<file path="config.mk">
export PLATFORM = sky130hd
export DESIGN_NAME = fpu_ss_compressed_buffer
export DESIGN_NICKNAME = d
export VERILOG_FILES = /design/src/rtl/fpu_ss_pkg.sv /design/src/rtl/fpu_ss_comp_fifo.sv /design/src/rtl/fpu_ss_compressed_buffer.sv
export SDC_FILE = /design/constraint.sdc
export NUM_CORES = 1
export LEC_CHECK = 0
export ABC_AREA = 1
export BUFFER_PORTS_ARGS = -buffer_cell sky130_fd_sc_hd__clkbuf_2
export CAP_MARGIN = 5
export CORE_MARGIN = 5
export CORE_UTILIZATION = 30
export CTS_BUF_LIST = sky130_fd_sc_hd__clkbuf_8
export DETAILED_ROUTE_END_ITERATION = 8
export PLACE_DENSITY_LB_ADDON = 0.08
export RECOVER_POWER = 50
export SLEW_MARGIN = 5
export SYNTH_ARGS = -nofsm -noshare
export SYNTH_HDL_FRONTEND = slang
export SYNTH_SLANG_ARGS = --single-unit
</file>
<file path="constraint.sdc">
create_clock -name clk_i -period 2.4 [get_ports clk_i]
set_input_delay 0.48 -clock clk_i [delete_from_list [all_inputs] [get_ports clk_i]]
set_output_delay 0.48 -clock clk_i [all_outputs]
set_load 0.02 [all_outputs]
</file>
<file path="src/rtl/fpu_ss_pkg.sv">
// ============================================================================
//  Module      : fpu_ss_pkg
//  Description : Shared types and constants for the FPU subsystem compressed
//                instruction path (predecoder request/response and the
//                buffer entry queued ahead of the predecoder).
//  Revision    : 1.0 - initial release
// ============================================================================
`default_nettype none

package fpu_ss_pkg;

    // Default number of queue entries in front of the output register
    localparam int unsigned COMP_BUF_DEPTH_DEFAULT = 2;

    // Width of the id field stored in a buffer entry; instances must use an
    // ID_WIDTH no wider than this
    localparam int unsigned COMP_BUF_ID_W = 4;

    // Request to the combinational compressed predecoder
    typedef struct packed {
        logic [15:0] comp_instr;
    } comp_prd_req_t;

    // Response from the combinational compressed predecoder
    typedef struct packed {
        logic        accept;
        logic [31:0] decomp_instr;
    } comp_prd_rsp_t;

    // One queued compressed request
    typedef struct packed {
        logic [15:0]              instr;
        logic [COMP_BUF_ID_W-1:0] id;
    } comp_buf_entry_t;

endpackage

`default_nettype wire

</file>
<file path="src/rtl/fpu_ss_comp_fifo.sv">
// ============================================================================
//  Module      : fpu_ss_comp_fifo
//  Description : Small synchronous FIFO of comp_buf_entry_t with full/empty
//                flags and a synchronous flush. DEPTH must be a power of two;
//                DEPTH=1 collapses to a single valid flag.
//  Revision    : 1.0 - initial release
// ============================================================================
`default_nettype none

module fpu_ss_comp_fifo
    import fpu_ss_pkg::*;
#(
    parameter int unsigned DEPTH = COMP_BUF_DEPTH_DEFAULT
) (
    input  logic            clk_i,
    input  logic            rst_ni,
    input  logic            flush_i,
    input  logic            push_i,
    input  comp_buf_entry_t data_i,
    input  logic            pop_i,
    output comp_buf_entry_t data_o,
    output logic            full_o,
    output logic            empty_o
);

    if (DEPTH == 1) begin : g_single

        logic            r_valid;
        comp_buf_entry_t r_data;

        // Occupancy flag; the parent never pushes while full, so push wins
        always_ff @(posedge clk_i or negedge rst_ni) begin
            if (!rst_ni) begin
                r_valid <= 1'b0;
            end else if (flush_i) begin
                r_valid <= 1'b0;
            end else begin
                r_valid <= push_i | (r_valid & ~pop_i);
            end
        end

        // Payload storage; contents are meaningless while r_valid is low
        always_ff @(posedge clk_i) begin
            if (push_i) begin
                r_data <= data_i;
            end
        end

        assign data_o  = r_data;
        assign full_o  = r_valid;
        assign empty_o = ~r_valid;

    end else begin : g_multi

        localparam int unsigned PTR_W = $clog2(DEPTH);
        localparam int unsigned CNT_W = PTR_W + 1;

        logic [PTR_W-1:0] r_wptr;
        logic [PTR_W-1:0] r_rptr;
        logic [CNT_W-1:0] r_count;
        comp_buf_entry_t  r_mem [DEPTH];

        // Pointers wrap naturally at DEPTH since DEPTH is a power of two
        always_ff @(posedge clk_i or negedge rst_ni) begin
            if (!rst_ni) begin
                r_wptr  <= '0;
                r_rptr  <= '0;
                r_count <= '0;
            end else if (flush_i) begin
                r_wptr  <= '0;
                r_rptr  <= '0;
                r_count <= '0;
            end else begin
                if (push_i) begin
                    r_wptr <= r_wptr + PTR_W'(1);
                end
                if (pop_i) begin
                    r_rptr <= r_rptr + PTR_W'(1);
                end
                if (push_i && !pop_i) begin
                    r_count <= r_count + CNT_W'(1);
                end else if (!push_i && pop_i) begin
                    r_count <= r_count - CNT_W'(1);
                end
            end
        end

        // Entry storage written at the tail
        always_ff @(posedge clk_i) begin
            if (push_i) begin
                r_mem[r_wptr] <= data_i;
            end
        end

        assign data_o  = r_mem[r_rptr];
        assign full_o  = (r_count == CNT_W'(DEPTH));
        assign empty_o = (r_count == '0);

    end

endmodule

`default_nettype wire

</file>
<file path="src/rtl/fpu_ss_compressed_buffer.sv">
// ============================================================================
//  Module      : fpu_ss_compressed_buffer
//  Description : Order-preserving buffer between the core's compressed
//                offload channel and the compressed predecoder. Requests are
//                queued in a FIFO, the head feeds the predecoder and the
//                result is held in an output register until consumed.
//                Optional feature macro: FPU_SS_COMP_REJ_CNT_EN adds the
//                saturating rejected-instruction counter rej_cnt_o.
//  Revision    : 1.0 - initial release
// ============================================================================
`default_nettype none

module fpu_ss_compressed_buffer
    import fpu_ss_pkg::*;
#(
    parameter int unsigned FIFO_DEPTH = COMP_BUF_DEPTH_DEFAULT,
    parameter int unsigned ID_WIDTH   = 4
) (
    input  logic                clk_i,
    input  logic                rst_ni,
    input  logic                flush_i,
    input  logic                c_valid_i,
    output logic                c_ready_o,
    input  logic [15:0]         c_instr_i,
    input  logic [ID_WIDTH-1:0] c_id_i,
    output comp_prd_req_t       prd_req_o,
    input  comp_prd_rsp_t       prd_rsp_i,
    output logic                rsp_valid_o,
    input  logic                rsp_ready_i,
    output logic                rsp_accept_o,
    output logic [31:0]         rsp_instr_o,
`ifdef FPU_SS_COMP_REJ_CNT_EN
    output logic [15:0]         rej_cnt_o,
`endif
    output logic [ID_WIDTH-1:0] rsp_id_o
);

    logic            w_fifo_full;
    logic            w_fifo_empty;
    logic            w_fifo_push;
    logic            w_fifo_pop;
    logic            w_push;
    logic            w_bypass;
    logic            w_out_loadable;
    logic            w_load;
    logic [ID_WIDTH-1:0] w_sel_id;
    comp_buf_entry_t w_in_entry;
    comp_buf_entry_t w_head;

    logic                r_rsp_valid;
    logic                r_rsp_accept;
    logic [31:0]         r_rsp_instr;
    logic [ID_WIDTH-1:0] r_rsp_id;

    // Handshake and routing decisions; ready uses only the registered full
    // flag so a pop on a full FIFO cannot open the door in the same cycle
    always_comb begin
        w_out_loadable = ~r_rsp_valid | rsp_ready_i;
        c_ready_o      = ~w_fifo_full & ~flush_i;
        w_push         = c_valid_i & c_ready_o;
        w_bypass       = w_push & w_fifo_empty & w_out_loadable;
        w_fifo_push    = w_push & ~w_bypass;
        w_fifo_pop     = w_out_loadable & ~w_fifo_empty & ~flush_i;
        w_load         = w_fifo_pop | w_bypass;
    end

    // Incoming request packed for the queue
    always_comb begin
        w_in_entry       = '0;
        w_in_entry.instr = c_instr_i;
        w_in_entry.id    = COMP_BUF_ID_W'(c_id_i);
    end

    // Predecoder sees the live request only when nothing is queued ahead
    always_comb begin
        prd_req_o            = '0;
        prd_req_o.comp_instr = w_fifo_empty ? c_instr_i : w_head.instr;
        w_sel_id             = w_fifo_empty ? c_id_i : w_head.id[ID_WIDTH-1:0];
    end

    fpu_ss_comp_fifo #(
        .DEPTH   (FIFO_DEPTH)
    ) u_fifo (
        .clk_i   (clk_i),
        .rst_ni  (rst_ni),
        .flush_i (flush_i),
        .push_i  (w_fifo_push),
        .data_i  (w_in_entry),
        .pop_i   (w_fifo_pop),
        .data_o  (w_head),
        .full_o  (w_fifo_full),
        .empty_o (w_fifo_empty)
    );

    // Output register holding the predecoder result until it is consumed
    always_ff @(posedge clk_i or negedge rst_ni) begin
        if (!rst_ni) begin
            r_rsp_valid  <= 1'b0;
            r_rsp_accept <= 1'b0;
            r_rsp_instr  <= '0;
            r_rsp_id     <= '0;
        end else if (flush_i) begin
            r_rsp_valid  <= 1'b0;
            r_rsp_accept <= 1'b0;
            r_rsp_instr  <= '0;
            r_rsp_id     <= '0;
        end else if (w_out_loadable) begin
            r_rsp_valid <= w_load;
            if (w_load) begin
                r_rsp_accept <= prd_rsp_i.accept;
                r_rsp_instr  <= prd_rsp_i.decomp_instr;
                r_rsp_id     <= w_sel_id;
            end
        end
    end

    assign rsp_valid_o  = r_rsp_valid;
    assign rsp_accept_o = r_rsp_accept;
    assign rsp_instr_o  = r_rsp_instr;
    assign rsp_id_o     = r_rsp_id;

`ifdef FPU_SS_COMP_REJ_CNT_EN
    logic [15:0] r_rej_cnt;

    // Count consumed rejections; a handshake coinciding with flush is void
    always_ff @(posedge clk_i or negedge rst_ni) begin
        if (!rst_ni) begin
            r_rej_cnt <= '0;
        end else if (r_rsp_valid && rsp_ready_i && !r_rsp_accept && !flush_i
                     && (r_rej_cnt != 16'hFFFF)) begin
            r_rej_cnt <= r_rej_cnt + 16'd1;
        end
    end

    assign rej_cnt_o = r_rej_cnt;
`endif

endmodule

`default_nettype wire
</file>
==> results of run 1 <==
## metal layers
layer | up-vias | part of all wire | routed length [um] | global-route usage
met5 | - | 0 | 0 | 0
met2 | 82 | 0.48 | 3980 | 0.185
met1 | 1237 | 0.43 | 3630 | 0.149
li1 | 1378 | - | - | -
met3 | 8 | 0.081 | 677 | 0.0446
met4 | 0 | 0.010 | 85 | 0.0399
## sequential cells by signal, summed over array words and instances, names as in the netlist
name,count
rsp_valid_o,1
rsp_id_o,4
rsp_accept_o,1
rsp_instr_o,32
u_fifo.g_multi.r_mem,40
u_fifo.g_multi.r_wptr,1
u_fifo.g_multi.r_count,2
u_fifo.g_multi.r_rptr,1
## layout make-up
| type | count | area (um2) |
|---|---|---|
| clock buffers | 9 | 124 |
| clock inverters | 7 | 62.6 |
| fillers | 1296 | 7500 |
| inverters | 62 | 233 |
| multi-input cells | 189 | 1140 |
| flip-flops and latches | 82 | 2250 |
| well taps | 168 | 210 |
| repair buffers | 122 | 588 |
## synthesized netlist by cell type, drive strengths merged
cell type	n	area, um2
clkinv	1	3.75
nand3	40	350
a21oi	5	25.0
o21ai	71	449
nor2	14	55.1
clkbuf	7	26.3
buf	12	98.8
inv	61	229
o221ai	4	35.0
edfxtp	40	1200
nand2	55	216
dfrtp	42	1050
## worst max-delay path by stage
stage / to / slack [ns]
2_1_floorplan: u_fifo.g_multi.r_mem[1][0]$_DFFE_PP_ / 0.02
3_3_place_gp: u_fifo.g_multi.r_mem[1][1]$_DFFE_PP_ / 0.56
3_5_place_dp: rsp_instr_o[11]$_DFFE_PN0P_ / 0.56
4_1_cts: prd_req_o[2] / 0.20
5_1_grt: prd_req_o[4] / 0.04
6_report: prd_req_o[2] / 0.25
## cell families (layout without fill, tap and decap cells)
family / after synthesis / in the layout / share of synthesized area
compound gates: 80 / 80 / 0.136
simple gates: 109 / 109 / 0.166
buf+inv: 81 / 200 / 0.0957
flops: 82 / 82 / 0.602
## cell usage in the layout, fill, tap and decap left out
cell,count
o21ai_0,37
clkbuf_1,46
o21ai_1,9
clkbuf_8,9
o21ai_4,1
dfrtp_1,42
inv_2,4
clkbuf_2,67
clkinv_2,2
nand3_1,10
buf_4,8
inv_1,60
clkinvlp_4,2
edfxtp_1,40
bufinv_16,1
o221ai_1,4
nor2_1,11
nand2_4,1
nand2_1,53
nand3_2,30
nor2_2,3
a21oi_1,5
o21ai_2,24
nand2_2,1
buf_12,1
## power breakdown
part	leakage, nW	internal, mW	total, mW	switching (mW)
clock	0.0976	0.470	0.956	0.486
combinational	1.02	0.611	2.02	1.40
sequential	0.904	1.74	1.89	0.152
## metrics by stage
stage               setup WS (ns)  cells  hold WS [ns]
floorplan                  0.0198    352         0.184
global placement            0.556    623         0.424
detailed placement          0.558    623         0.420
CTS                         0.204    639        0.0247
global route               0.0390    639         0.242
finish                      0.248    639         0.201
==> impl_metrics.sql, run 1 <==
INSERT INTO impl_metrics (metric_group, metric, value, unit) VALUES
('global_route', 'track_usage', '0.118', ''),
('run_status', 'result_of_the_run', 'complete, no violations', ''),
('power_and_ir_drop', 'p_total', '4.86', 'mW'),
('clocking', 'cts_resized', '0', ''),
('worst_setup_path', 'critical-path-slowest-cell', 'dfrtp_1', ''),
('clocking', 'setup_buffers_after_cts', '0', ''),
('worst_setup_path', 'path_depth', '4', ''),
('sta', 'final_hold_violating_endpoints', '0', ''),
('clocking', 'clock_tree.buffer_depth', '2', ''),
('route', 'wire_per_inst', '13.1', 'um'),
('synth', 'synthesis.area', '0.00374', 'mm2'),
('final_layout', 'synth_to_layout_area_growth', '23.3', '%'),
('worst_setup_path', 'reg2reg_to', 'rsp_instr_o[11]$_DFFE_PN0P_', ''),
('power_and_ir_drop', 'max-vdd-ir-drop', '339', 'uV'),
('worst_setup_path', 'crit_start', 'u_fifo.g_multi.r_rptr$_DFFE_PN0P_', ''),
('worst_setup_path', 'cp.arrival', '1.67', 'ns'),
('flow_run', 'max_cap_viols', '0', ''),
('route', 'routed_wl', '8370', 'um'),
('power_and_ir_drop', 'p_leak', '2.02', 'nW'),
('global_route', 'wire_length_of_the_first_global_routing_pass', '13600', 'um'),
('worst_setup_path', 'setup.worst_path.class', 'reg2out', ''),
('die', 'row_count', '40', ''),
('die', 'die-height', '122', 'um'),
('worst_hold_path', 'min_path_type', 'in2async', ''),
('synth', 'ys.warnings.count', '0', ''),
('worst_setup_path', 'timing.critical_path.from_type', 'flip-flop', ''),
('placement', 'post_dp_cell_area', '0.00449', 'mm2'),
('worst_setup_path', 'path_delay_family', 'flip-flops', ''),
('final_layout', 'layout.core_utilization', '0.381', ''),
('route', 'final_ant_viol_nets', '0', ''),
('worst_setup_path', 'timing.critical_path.cells', 'buf_4 -> o21ai_0 -> o21ai_0 -> clkbuf_2', ''),
('final_layout', 'final_design_area_no_fill', '0.00461', 'mm2'),
('synth', 'netlist-cell-type-count', '22', ''),
('clocking', 'root_buffer', 'clkbuf_8', ''),
('sta', 'layout_worst_path_cycle_share', '0.897', ''),
('clocking', 'cts_max_level', '3', ''),
('die', 'placeableCoreArea', '0.0121', 'mm2'),
('route', 'viasPerCell', '4.23', ''),
('synth', 'postSynthNetCount', '410', ''),
('clocking', 'numClockSinks', '82', ''),
('synth', 'sequential_cell_area_fraction_in_the_yosys_report', '0.602', ''),
('clocking', 'cts_made_buffers', '9', ''),
('global_route', 'grt_antenna_before_repair', '0', ''),
('sta', 'slew-limit-headroom', '0.442', ''),
('sta', 'final_worst_clock_skew', '0.00741', 'ns'),
('sta', 'slew_violations', '0', ''),
('worst_setup_path', 'internal_reg_to_reg_setup_slack', '0.57', 'ns'),
('route', 'detailroute.via_count', '2705', ''),
('clocking', 'clk-insertion-delay-late', '0.35', 'ns'),
('synth', 'mean_area_per_synthesized_cell', '10.6', 'um2'),
('worst_setup_path', 'worst_ep_required_time', '1.92', 'ns'),
('final_layout', 'finish.net_count', '524', ''),
('die', 'io_pins', '113', ''),
('route', 'first_pass_iters', '4', ''),
('sta', 'clock.fmax', '0.465', 'GHz'),
('final_layout', 'layout-drive-gt1-share', '0.327', ''),
('synth', 'netlist_instances', '352', ''),
('die', 'die_w', '122', 'um'),
('final_layout', 'antennaDiodeCount', '0', ''),
('sta', 'final.min_clock_period', '2.15', 'ns'),
('clocking', 'clock_edge_transition_at_the_registers_on_the_reported_setup_and_hold_paths', '0.08', 'ns'),
('die', 'floorplan.die_area', '0.0148', 'mm2'),
('clocking', 'tritoncts_clock_tree', 'yes', ''),
('worst_setup_path', 'r2r.worst_path.cells', '7', ''),
('global_route', 'grt_start_max_net_pins', '49', ''),
('clocking', 'cts.hold.buffers_added', '0', ''),
('sta', 'setup_violations', '0', ''),
('worst_setup_path', 'setup.worst_path.end_class', 'primary output', ''),
('sta', 'worst_slew_pin_slew', '0.838', 'ns'),
('sta', 'rsz0062_at_grt', 'no', ''),
('global_route', 'globalRouteOverflowTotal', '0', '');
Power figures use the tool's default switching activity.
==> inputs of run 2 (changes only) <==
Settings changed: CELL_PAD_IN_SITES_DETAIL_PLACEMENT set to 0, CELL_PAD_IN_SITES_GLOBAL_PLACEMENT set to 1.
==> impl_metrics.sql, run 2 (synthesis results as in run 1) <==
INSERT INTO impl_metrics (metric_group, metric, value, unit) VALUES
('global_route', 'grt_antenna_before_repair', '0', ''),
('worst_setup_path', 'setup.worst_path.end_class', 'primary output', ''),
('power_and_ir_drop', 'power_per_cell_area', '1100', 'mW/mm2'),
('power_and_ir_drop', 'power_switching_share', '0.405', ''),
('worst_setup_path', 'cp.arrival', '1.72', 'ns'),
('clocking', 'clock_tree.buffer_depth', '2', ''),
('final_layout', 'synth_to_layout_area_growth', '24.9', '%'),
('power_and_ir_drop', 'clkPwrFrac', '0.234', ''),
('die', 'start_util', '0.309', ''),
('die', 'die-height', '122', 'um'),
('final_layout', 'mostFrequentLayoutCell', 'clkbuf_2', ''),
('final_layout', 'layout.core_utilization', '0.386', ''),
('route', 'final_ant_viol_nets', '0', ''),
('final_layout', 'ff_latch_area', '0.00225', 'mm2'),
('route', 'detailroute.via_count', '2700', ''),
('final_layout', 'most-common-layout-cells', '65 x clkbuf_2, 60 x inv_1, 53 x nand2_1, 49 x clkbuf_1, 41 x dfrtp_1', ''),
('worst_setup_path', 'worst_ep_required_time', '1.92', 'ns'),
('sta', 'final_worst_clock_skew', '0.0116', 'ns'),
('route', 'viasPerCell', '4.23', ''),
('power_and_ir_drop', 'max-vdd-ir-drop', '380', 'uV'),
('worst_setup_path', 'path_max_fanout', '32', ''),
('clocking', 'root_buffer', 'clkbuf_8', ''),
('sta', 'slew_violations', '0', ''),
('clocking', 'clock_edge_transition_at_the_registers_on_the_reported_setup_and_hold_paths', '0.09', 'ns'),
('die', 'floorplan.die_area', '0.0148', 'mm2'),
('power_and_ir_drop', 'cell_internal_pwr', '3.06', 'mW'),
('worst_setup_path', 'critical-path-slowest-cell', 'dfrtp_1', ''),
('sta', 'layout_worst_path_cycle_share', '0.918', ''),
('sta', 'final.min_clock_period', '2.20', 'ns'),
('worst_hold_path', 'min_path_type', 'in2async', ''),
('global_route', 'track_usage', '0.119', ''),
('final_layout', 'fillerInstances', '1292', ''),
('final_layout', 'registers.top_by_ff_count', 'u_fifo.g_multi.r_mem', ''),
('final_layout', 'antennaDiodeCount', '0', ''),
('route', 'drc', '0', ''),
('sta', 'clock.fmax', '0.454', 'GHz'),
('die', 'io_pins', '113', ''),
('worst_setup_path', 'setup.worst_path.class', 'reg2out', ''),
('sta', 'slew-limit-headroom', '0.249', ''),
('sta', 'final_hold_violating_endpoints', '0', ''),
('final_layout', 'finish.net_count', '524', ''),
('placement', 'gp_congestion', '0.765', ''),
('sta', 'setup_violations', '0', ''),
('worst_setup_path', 'critPathMaxStageDelay', '0.45', 'ns'),
('die', 'row_count', '40', ''),
('power_and_ir_drop', 'p_total', '5.14', 'mW'),
('global_route', 'globalRouteOverflowTotal', '0', ''),
('flow_run', 'max_cap_viols', '0', ''),
('clocking', 'numClockSinks', '82', ''),
('placement', 'dpl.hpwl', '5960', 'um'),
('worst_setup_path', 'timing.critical_path.cells', 'nor2_2 -> buf_4 -> nand2_1 -> o21ai_0 -> clkbuf_2', ''),
('final_layout', 'number_of_flip_flops_in_the_largest_register', '40', ''),
('global_route', 'wire_length_of_the_first_global_routing_pass', '14000', 'um'),
('sta', 'rsz0062_at_grt', 'no', ''),
('route', 'wire_per_inst', '13.1', 'um'),
('die', 'die_w', '122', 'um'),
('global_route', 'grt_start_max_net_pins', '43', ''),
('power_and_ir_drop', 'switchingPower', '2.08', 'mW'),
('final_layout', 'layout-drive-gt1-share', '0.323', ''),
('run_status', 'result_of_the_run', 'complete, no violations', ''),
('route', 'drtIter0Drc', '124', ''),
('die', 'placeableCoreArea', '0.0121', 'mm2'),
('clocking', 'cts.hold.buffers_added', '0', ''),
('clocking', 'cts_max_level', '3', ''),
('placement', 'io_buffer_count', '112', ''),
('route', 'first_pass_iters', '4', ''),
('clocking', 'cts_made_buffers', '9', ''),
('clocking', 'tritoncts_clock_tree', 'yes', ''),
('final_layout', 'multiInputGateArea', '0.00114', 'mm2'),
('route', 'routed_wl', '8340', 'um'),
('clocking', 'setup_buffers_after_cts', '0', ''),
('sta', 'timing.setup.tns', '0', 'ns'),
('global_route', 'first_global_vias', '2803', ''),
('worst_setup_path', 'timing.critical_path.from_type', 'flip-flop', ''),
('power_and_ir_drop', 'p_seq_frac', '0.367', ''),
('sta', 'worst_slew_pin_slew', '1.13', 'ns'),
('power_and_ir_drop', 'p_leak', '2.04', 'nW'),
('power_and_ir_drop', 'power_frac_comb', '0.400', ''),
('clocking', 'clk-insertion-delay-late', '0.34', 'ns');
==> run 2: cell types whose count changed in the layout (fill, tap and decap cells not counted), moves of 2 or more <==
cell        previous run  this run
buf_4                  8         6
bufinv_16              1         3
clkbuf_1              46        49
clkbuf_2              67        65
clkinvlp_4             2         0
inv_6                  0         2
==> run 2: path summary, 6_finish.rpt <==
kind,startpoint,endpoint,slack [ns],depth (start not counted)
worst max-delay path,u_fifo.g_multi.r_count[1]$_DFFE_PN0P_,prd_req_o[11],0.20,5
worst min-delay path,rst_ni,rsp_instr_o[5]$_DFFE_PN0P_,0.33,1
worst max register to register,u_fifo.g_multi.r_count[0]$_DFFE_PN0P_,rsp_instr_o[22]$_DFFE_PN0P_,0.32,7
worst min register to register,rsp_instr_o[27]$_DFFE_PN0P_,rsp_instr_o[27]$_DFFE_PN0P_,0.53,2
max in group asynchronous,rst_ni,u_fifo.g_multi.r_rptr$_DFFE_PN0P_,0.88,2
min in group clk_i,prd_rsp_i[4],rsp_instr_o[4]$_DFFE_PN0P_,0.36,3
==> run 2: power groups by stage <==
stage	registers, mW	logic, mW	clock network (mW)
finish	1.88	2.05	1.20
global route	1.92	2.30	1.31
CTS	1.89	2.14	1.25
detailed placement	1.92	2.14	0
global placement	1.91	2.12	0
floorplan	2.10	1.26	0
==> run 2: layout make-up <==
type,instances,area share
clock inverters,7,0.0249
multi-input cells,189,0.245
repair buffers,122,0.127
clock buffers,9,0.0265
flip-flops and latches,82,0.482
inverters,62,0.0498
well taps,168,0.0450
==> run 2: worst max-delay path, delay by kind of cell, from the launching register on <==
kind	cells	cell delay, ns
AO/OA/AOI/OAI	1	0.13
buffers and inverters	2	0.54
AND/OR/NAND/NOR	2	0.25
flip-flops	1	0.45
==> run 2: timing repair <==
item	4_1_cts	5_1_grt
endpoints found under the setup margin	0	1
endpoints found under the hold margin	0	0
gates resized for setup	0	1
==> run 2: layer usage <==
metal / vias up / GRT usage / routed length, um
met3: 10 / 0.0325 / 613
met4: 0 / 0.0469 / 135
met5: - / 0 / 0
met1: 1233 / 0.150 / 3620
li1: 1380 / - / -
met2: 77 / 0.193 / 3970
==> run 2: per-stage QoR <==
step	setup WS [ns]	instance area [um2]	instances	hold WS, ns
6_report	0.198	4670	639	0.334
3_5_place_dp	0.267	4500	623	0.493
2_1_floorplan	0.0198	3740	352	0.184
5_1_grt	0.0856	4670	639	0.342
4_1_cts	0.124	4740	639	0.105
3_3_place_gp	0.323	4500	623	0.487
==> inputs of run 3 (changes only) <==
Settings changed: CTS_BUF_LIST sky130_fd_sc_hd__clkbuf_8 to unset.
==> impl_metrics.sql, run 3 (synthesis results as in run 1) <==
INSERT INTO impl_metrics (metric_group, metric, value, unit) VALUES
('global_route', 'grt.met2_usage', '0.197', ''),
('placement', 'dpl_worst_slack', '0.267', 'ns'),
('sta', 'final_hold_violating_endpoints', '0', ''),
('final_layout', 'layoutNonFillerInstCount', '639', ''),
('clocking', 'setup_buffers_after_cts', '0', ''),
('route', 'detailroute.via_count', '2701', ''),
('final_layout', 'layout.core_utilization', '0.394', ''),
('clocking', 'cts_max_level', '3', ''),
('clocking', 'cts.hold.buffers_added', '0', ''),
('clocking', 'clk-insertion-delay-late', '0.32', 'ns'),
('clocking', 'numClockSinks', '82', ''),
('worst_hold_path', 'min_path_type', 'in2async', ''),
('route', 'first_pass_iters', '4', ''),
('route', 'viasPerCell', '4.23', ''),
('route', 'drc', '0', ''),
('global_route', 'global_route.usage.met3', '0.0325', ''),
('worst_setup_path', 'setup.worst_path.end_class', 'primary output', ''),
('placement', 'gp_congestion', '0.765', ''),
('power_and_ir_drop', 'p_leak', '2.09', 'nW'),
('final_layout', 'synth_to_layout_area_growth', '27.6', '%'),
('route', 'final_ant_viol_nets', '0', ''),
('worst_setup_path', 'critical_path_buf_inv_count', '2', ''),
('flow_run', 'max_cap_viols', '0', ''),
('final_layout', 'number_of_flip_flops_in_the_largest_register', '40', ''),
('sta', 'setup_violations', '0', ''),
('route', 'routed_wl', '8330', 'um'),
('route', 'drtIter0Drc', '156', ''),
('final_layout', 'finish.net_count', '524', ''),
('final_layout', 'antennaDiodeCount', '0', ''),
('power_and_ir_drop', 'power_per_cell_area', '1150', 'mW/mm2'),
('global_route', 'globalRouteOverflowTotal', '0', ''),
('worst_setup_path', 'cp.arrival', '1.69', 'ns'),
('global_route', 'top_usage_layer', 'met2', ''),
('worst_setup_path', 'path_delay_family', 'buffers and inverters', ''),
('sta', 'final_worst_clock_skew', '0.00582', 'ns'),
('power_and_ir_drop', 'max-vdd-ir-drop', '418', 'uV'),
('sta', 'final.setup.worst_slack', '0.226', 'ns'),
('worst_setup_path', 'timing.critical_path.from_type', 'flip-flop', ''),
('sta', 'slew-limit-headroom', '0.244', ''),
('global_route', 'wire_length_of_the_first_global_routing_pass', '14000', 'um'),
('worst_setup_path', 'critPathMaxStageDelay', '0.44', 'ns'),
('die', 'die_w', '122', 'um'),
('worst_setup_path', 'crit_start', 'u_fifo.g_multi.r_count[1]$_DFFE_PN0P_', ''),
('worst_setup_path', 'path_max_fanout', '32', ''),
('die', 'placeableCoreArea', '0.0121', 'mm2'),
('final_layout', 'registers.top_by_ff_count', 'u_fifo.g_multi.r_mem', ''),
('clocking', 'tritoncts_clock_tree', 'yes', ''),
('die', 'floorplan.die_area', '0.0148', 'mm2'),
('sta', 'timing.setup.tns', '0', 'ns'),
('sta', 'rsz0062_at_grt', 'no', ''),
('placement', 'dp_cells', '623', ''),
('clocking', 'cts_resized', '0', ''),
('sta', 'worst_slew_pin_slew', '1.13', 'ns'),
('sta', 'clock.fmax', '0.460', 'GHz'),
('global_route', 'grt_start_max_net_pins', '43', ''),
('final_layout', 'most-common-layout-cells', '65 x clkbuf_2, 59 x inv_1, 53 x nand2_1, 50 x clkbuf_1, 42 x dfrtp_1', ''),
('clocking', 'clock_edge_transition_at_the_registers_on_the_reported_setup_and_hold_paths', '0.06', 'ns'),
('worst_setup_path', 'regToRegStartpoint', 'u_fifo.g_multi.r_count[0]$_DFFE_PN0P_', ''),
('global_route', 'first_global_vias', '2823', ''),
('worst_setup_path', 'worst_ep_required_time', '1.92', 'ns'),
('global_route', 'globalRouteMet1Util', '0.150', ''),
('sta', 'layout_worst_path_cycle_share', '0.906', ''),
('final_layout', 'layout-drive-gt1-share', '0.321', ''),
('global_route', 'track_usage', '0.118', ''),
('die', 'start_util', '0.309', ''),
('clocking', 'clock_tree.buffer_depth', '2', ''),
('placement', 'dpl.hpwl', '5960', 'um'),
('sta', 'final.min_clock_period', '2.17', 'ns'),
('die', 'die-height', '122', 'um'),
('die', 'row_count', '40', ''),
('sta', 'slew_violations', '0', ''),
('clocking', 'root_buffer', 'clkbuf_16', ''),
('final_layout', 'mostFrequentLayoutCell', 'clkbuf_2', ''),
('clocking', 'cts_made_buffers', '9', ''),
('worst_setup_path', 'timing.critical_path.cells', 'nor2_2 -> buf_4 -> nand2_1 -> o21ai_0 -> clkbuf_2', ''),
('worst_setup_path', 'setup.worst_path.class', 'reg2out', ''),
('route', 'wire_per_inst', '13.0', 'um'),
('die', 'io_pins', '113', ''),
('global_route', 'grt_antenna_before_repair', '0', ''),
('run_status', 'result_of_the_run', 'complete, no violations', ''),
('placement', 'io_buffer_count', '112', ''),
('worst_setup_path', 'critical-path-slowest-cell', 'dfrtp_1', '');
==> run 3: through the flow <==
| stage | power (mW) | instance area (um2) | hold slack (ns) |
|---|---|---|---|
| floorplan | 3.36 | 3740 | 0.184 |
| global placement | 4.04 | 4500 | 0.487 |
| detailed placement | 4.05 | 4500 | 0.493 |
| CTS | 5.66 | 4840 | 0.139 |
| global route | 5.91 | 4770 | 0.374 |
| finish | 5.50 | 4770 | 0.357 |
==> run 3: final timing paths <==
| check | endpoint | slack, ns | cells past startpoint |
|---|---|---|---|
| max reg2reg | rsp_instr_o[22]$_DFFE_PN0P_ | 0.35 | 7 |
| max in group asynchronous | rsp_instr_o[12]$_DFFE_PN0P_ | 0.89 | 2 |
| max | prd_req_o[11] | 0.23 | 5 |
| min | rsp_instr_o[19]$_DFFE_PN0P_ | 0.36 | 1 |
| min in group clk_i | rsp_instr_o[4]$_DFFE_PN0P_ | 0.39 | 3 |
| min reg2reg | rsp_instr_o[27]$_DFFE_PN0P_ | 0.52 | 2 |
==> run 3: area by class of cell <==
cell class / instances / area (um2)
inverter: 62 / 233
sequential: 82 / 2250
clock inverter: 6 / 113
tap: 168 / 210
multi-input combinational: 189 / 1140
clock buffer: 10 / 229
timing repair buffer: 122 / 594
fill: 1291 / 7340
==> run 3: worst reg2reg max path, stage by stage (launching register included) <==
cell and delay [ns]:
dfrtp_1 0.37, inv_1 0.12, nand2_1 0.12, nand3_1 0.16
o21ai_4 0.71, buf_12 0.30, nand3_2 0.09, o21ai_1 0.10
==> run 3: layer usage <==
metal,up-vias,part of all wire
met3,7,0.067
li1,1383,-
met1,1239,0.44
met2,72,0.48
met5,-,0
met4,0,0.011
==> run 3: power breakdown <==
group / total (mW) / switching (mW) / internal (mW)
clock: 1.57 / 0.544 / 1.02
combinational: 2.05 / 1.43 / 0.625
sequential: 1.88 / 0.144 / 1.74
total: 5.50 / 2.11 / 3.39
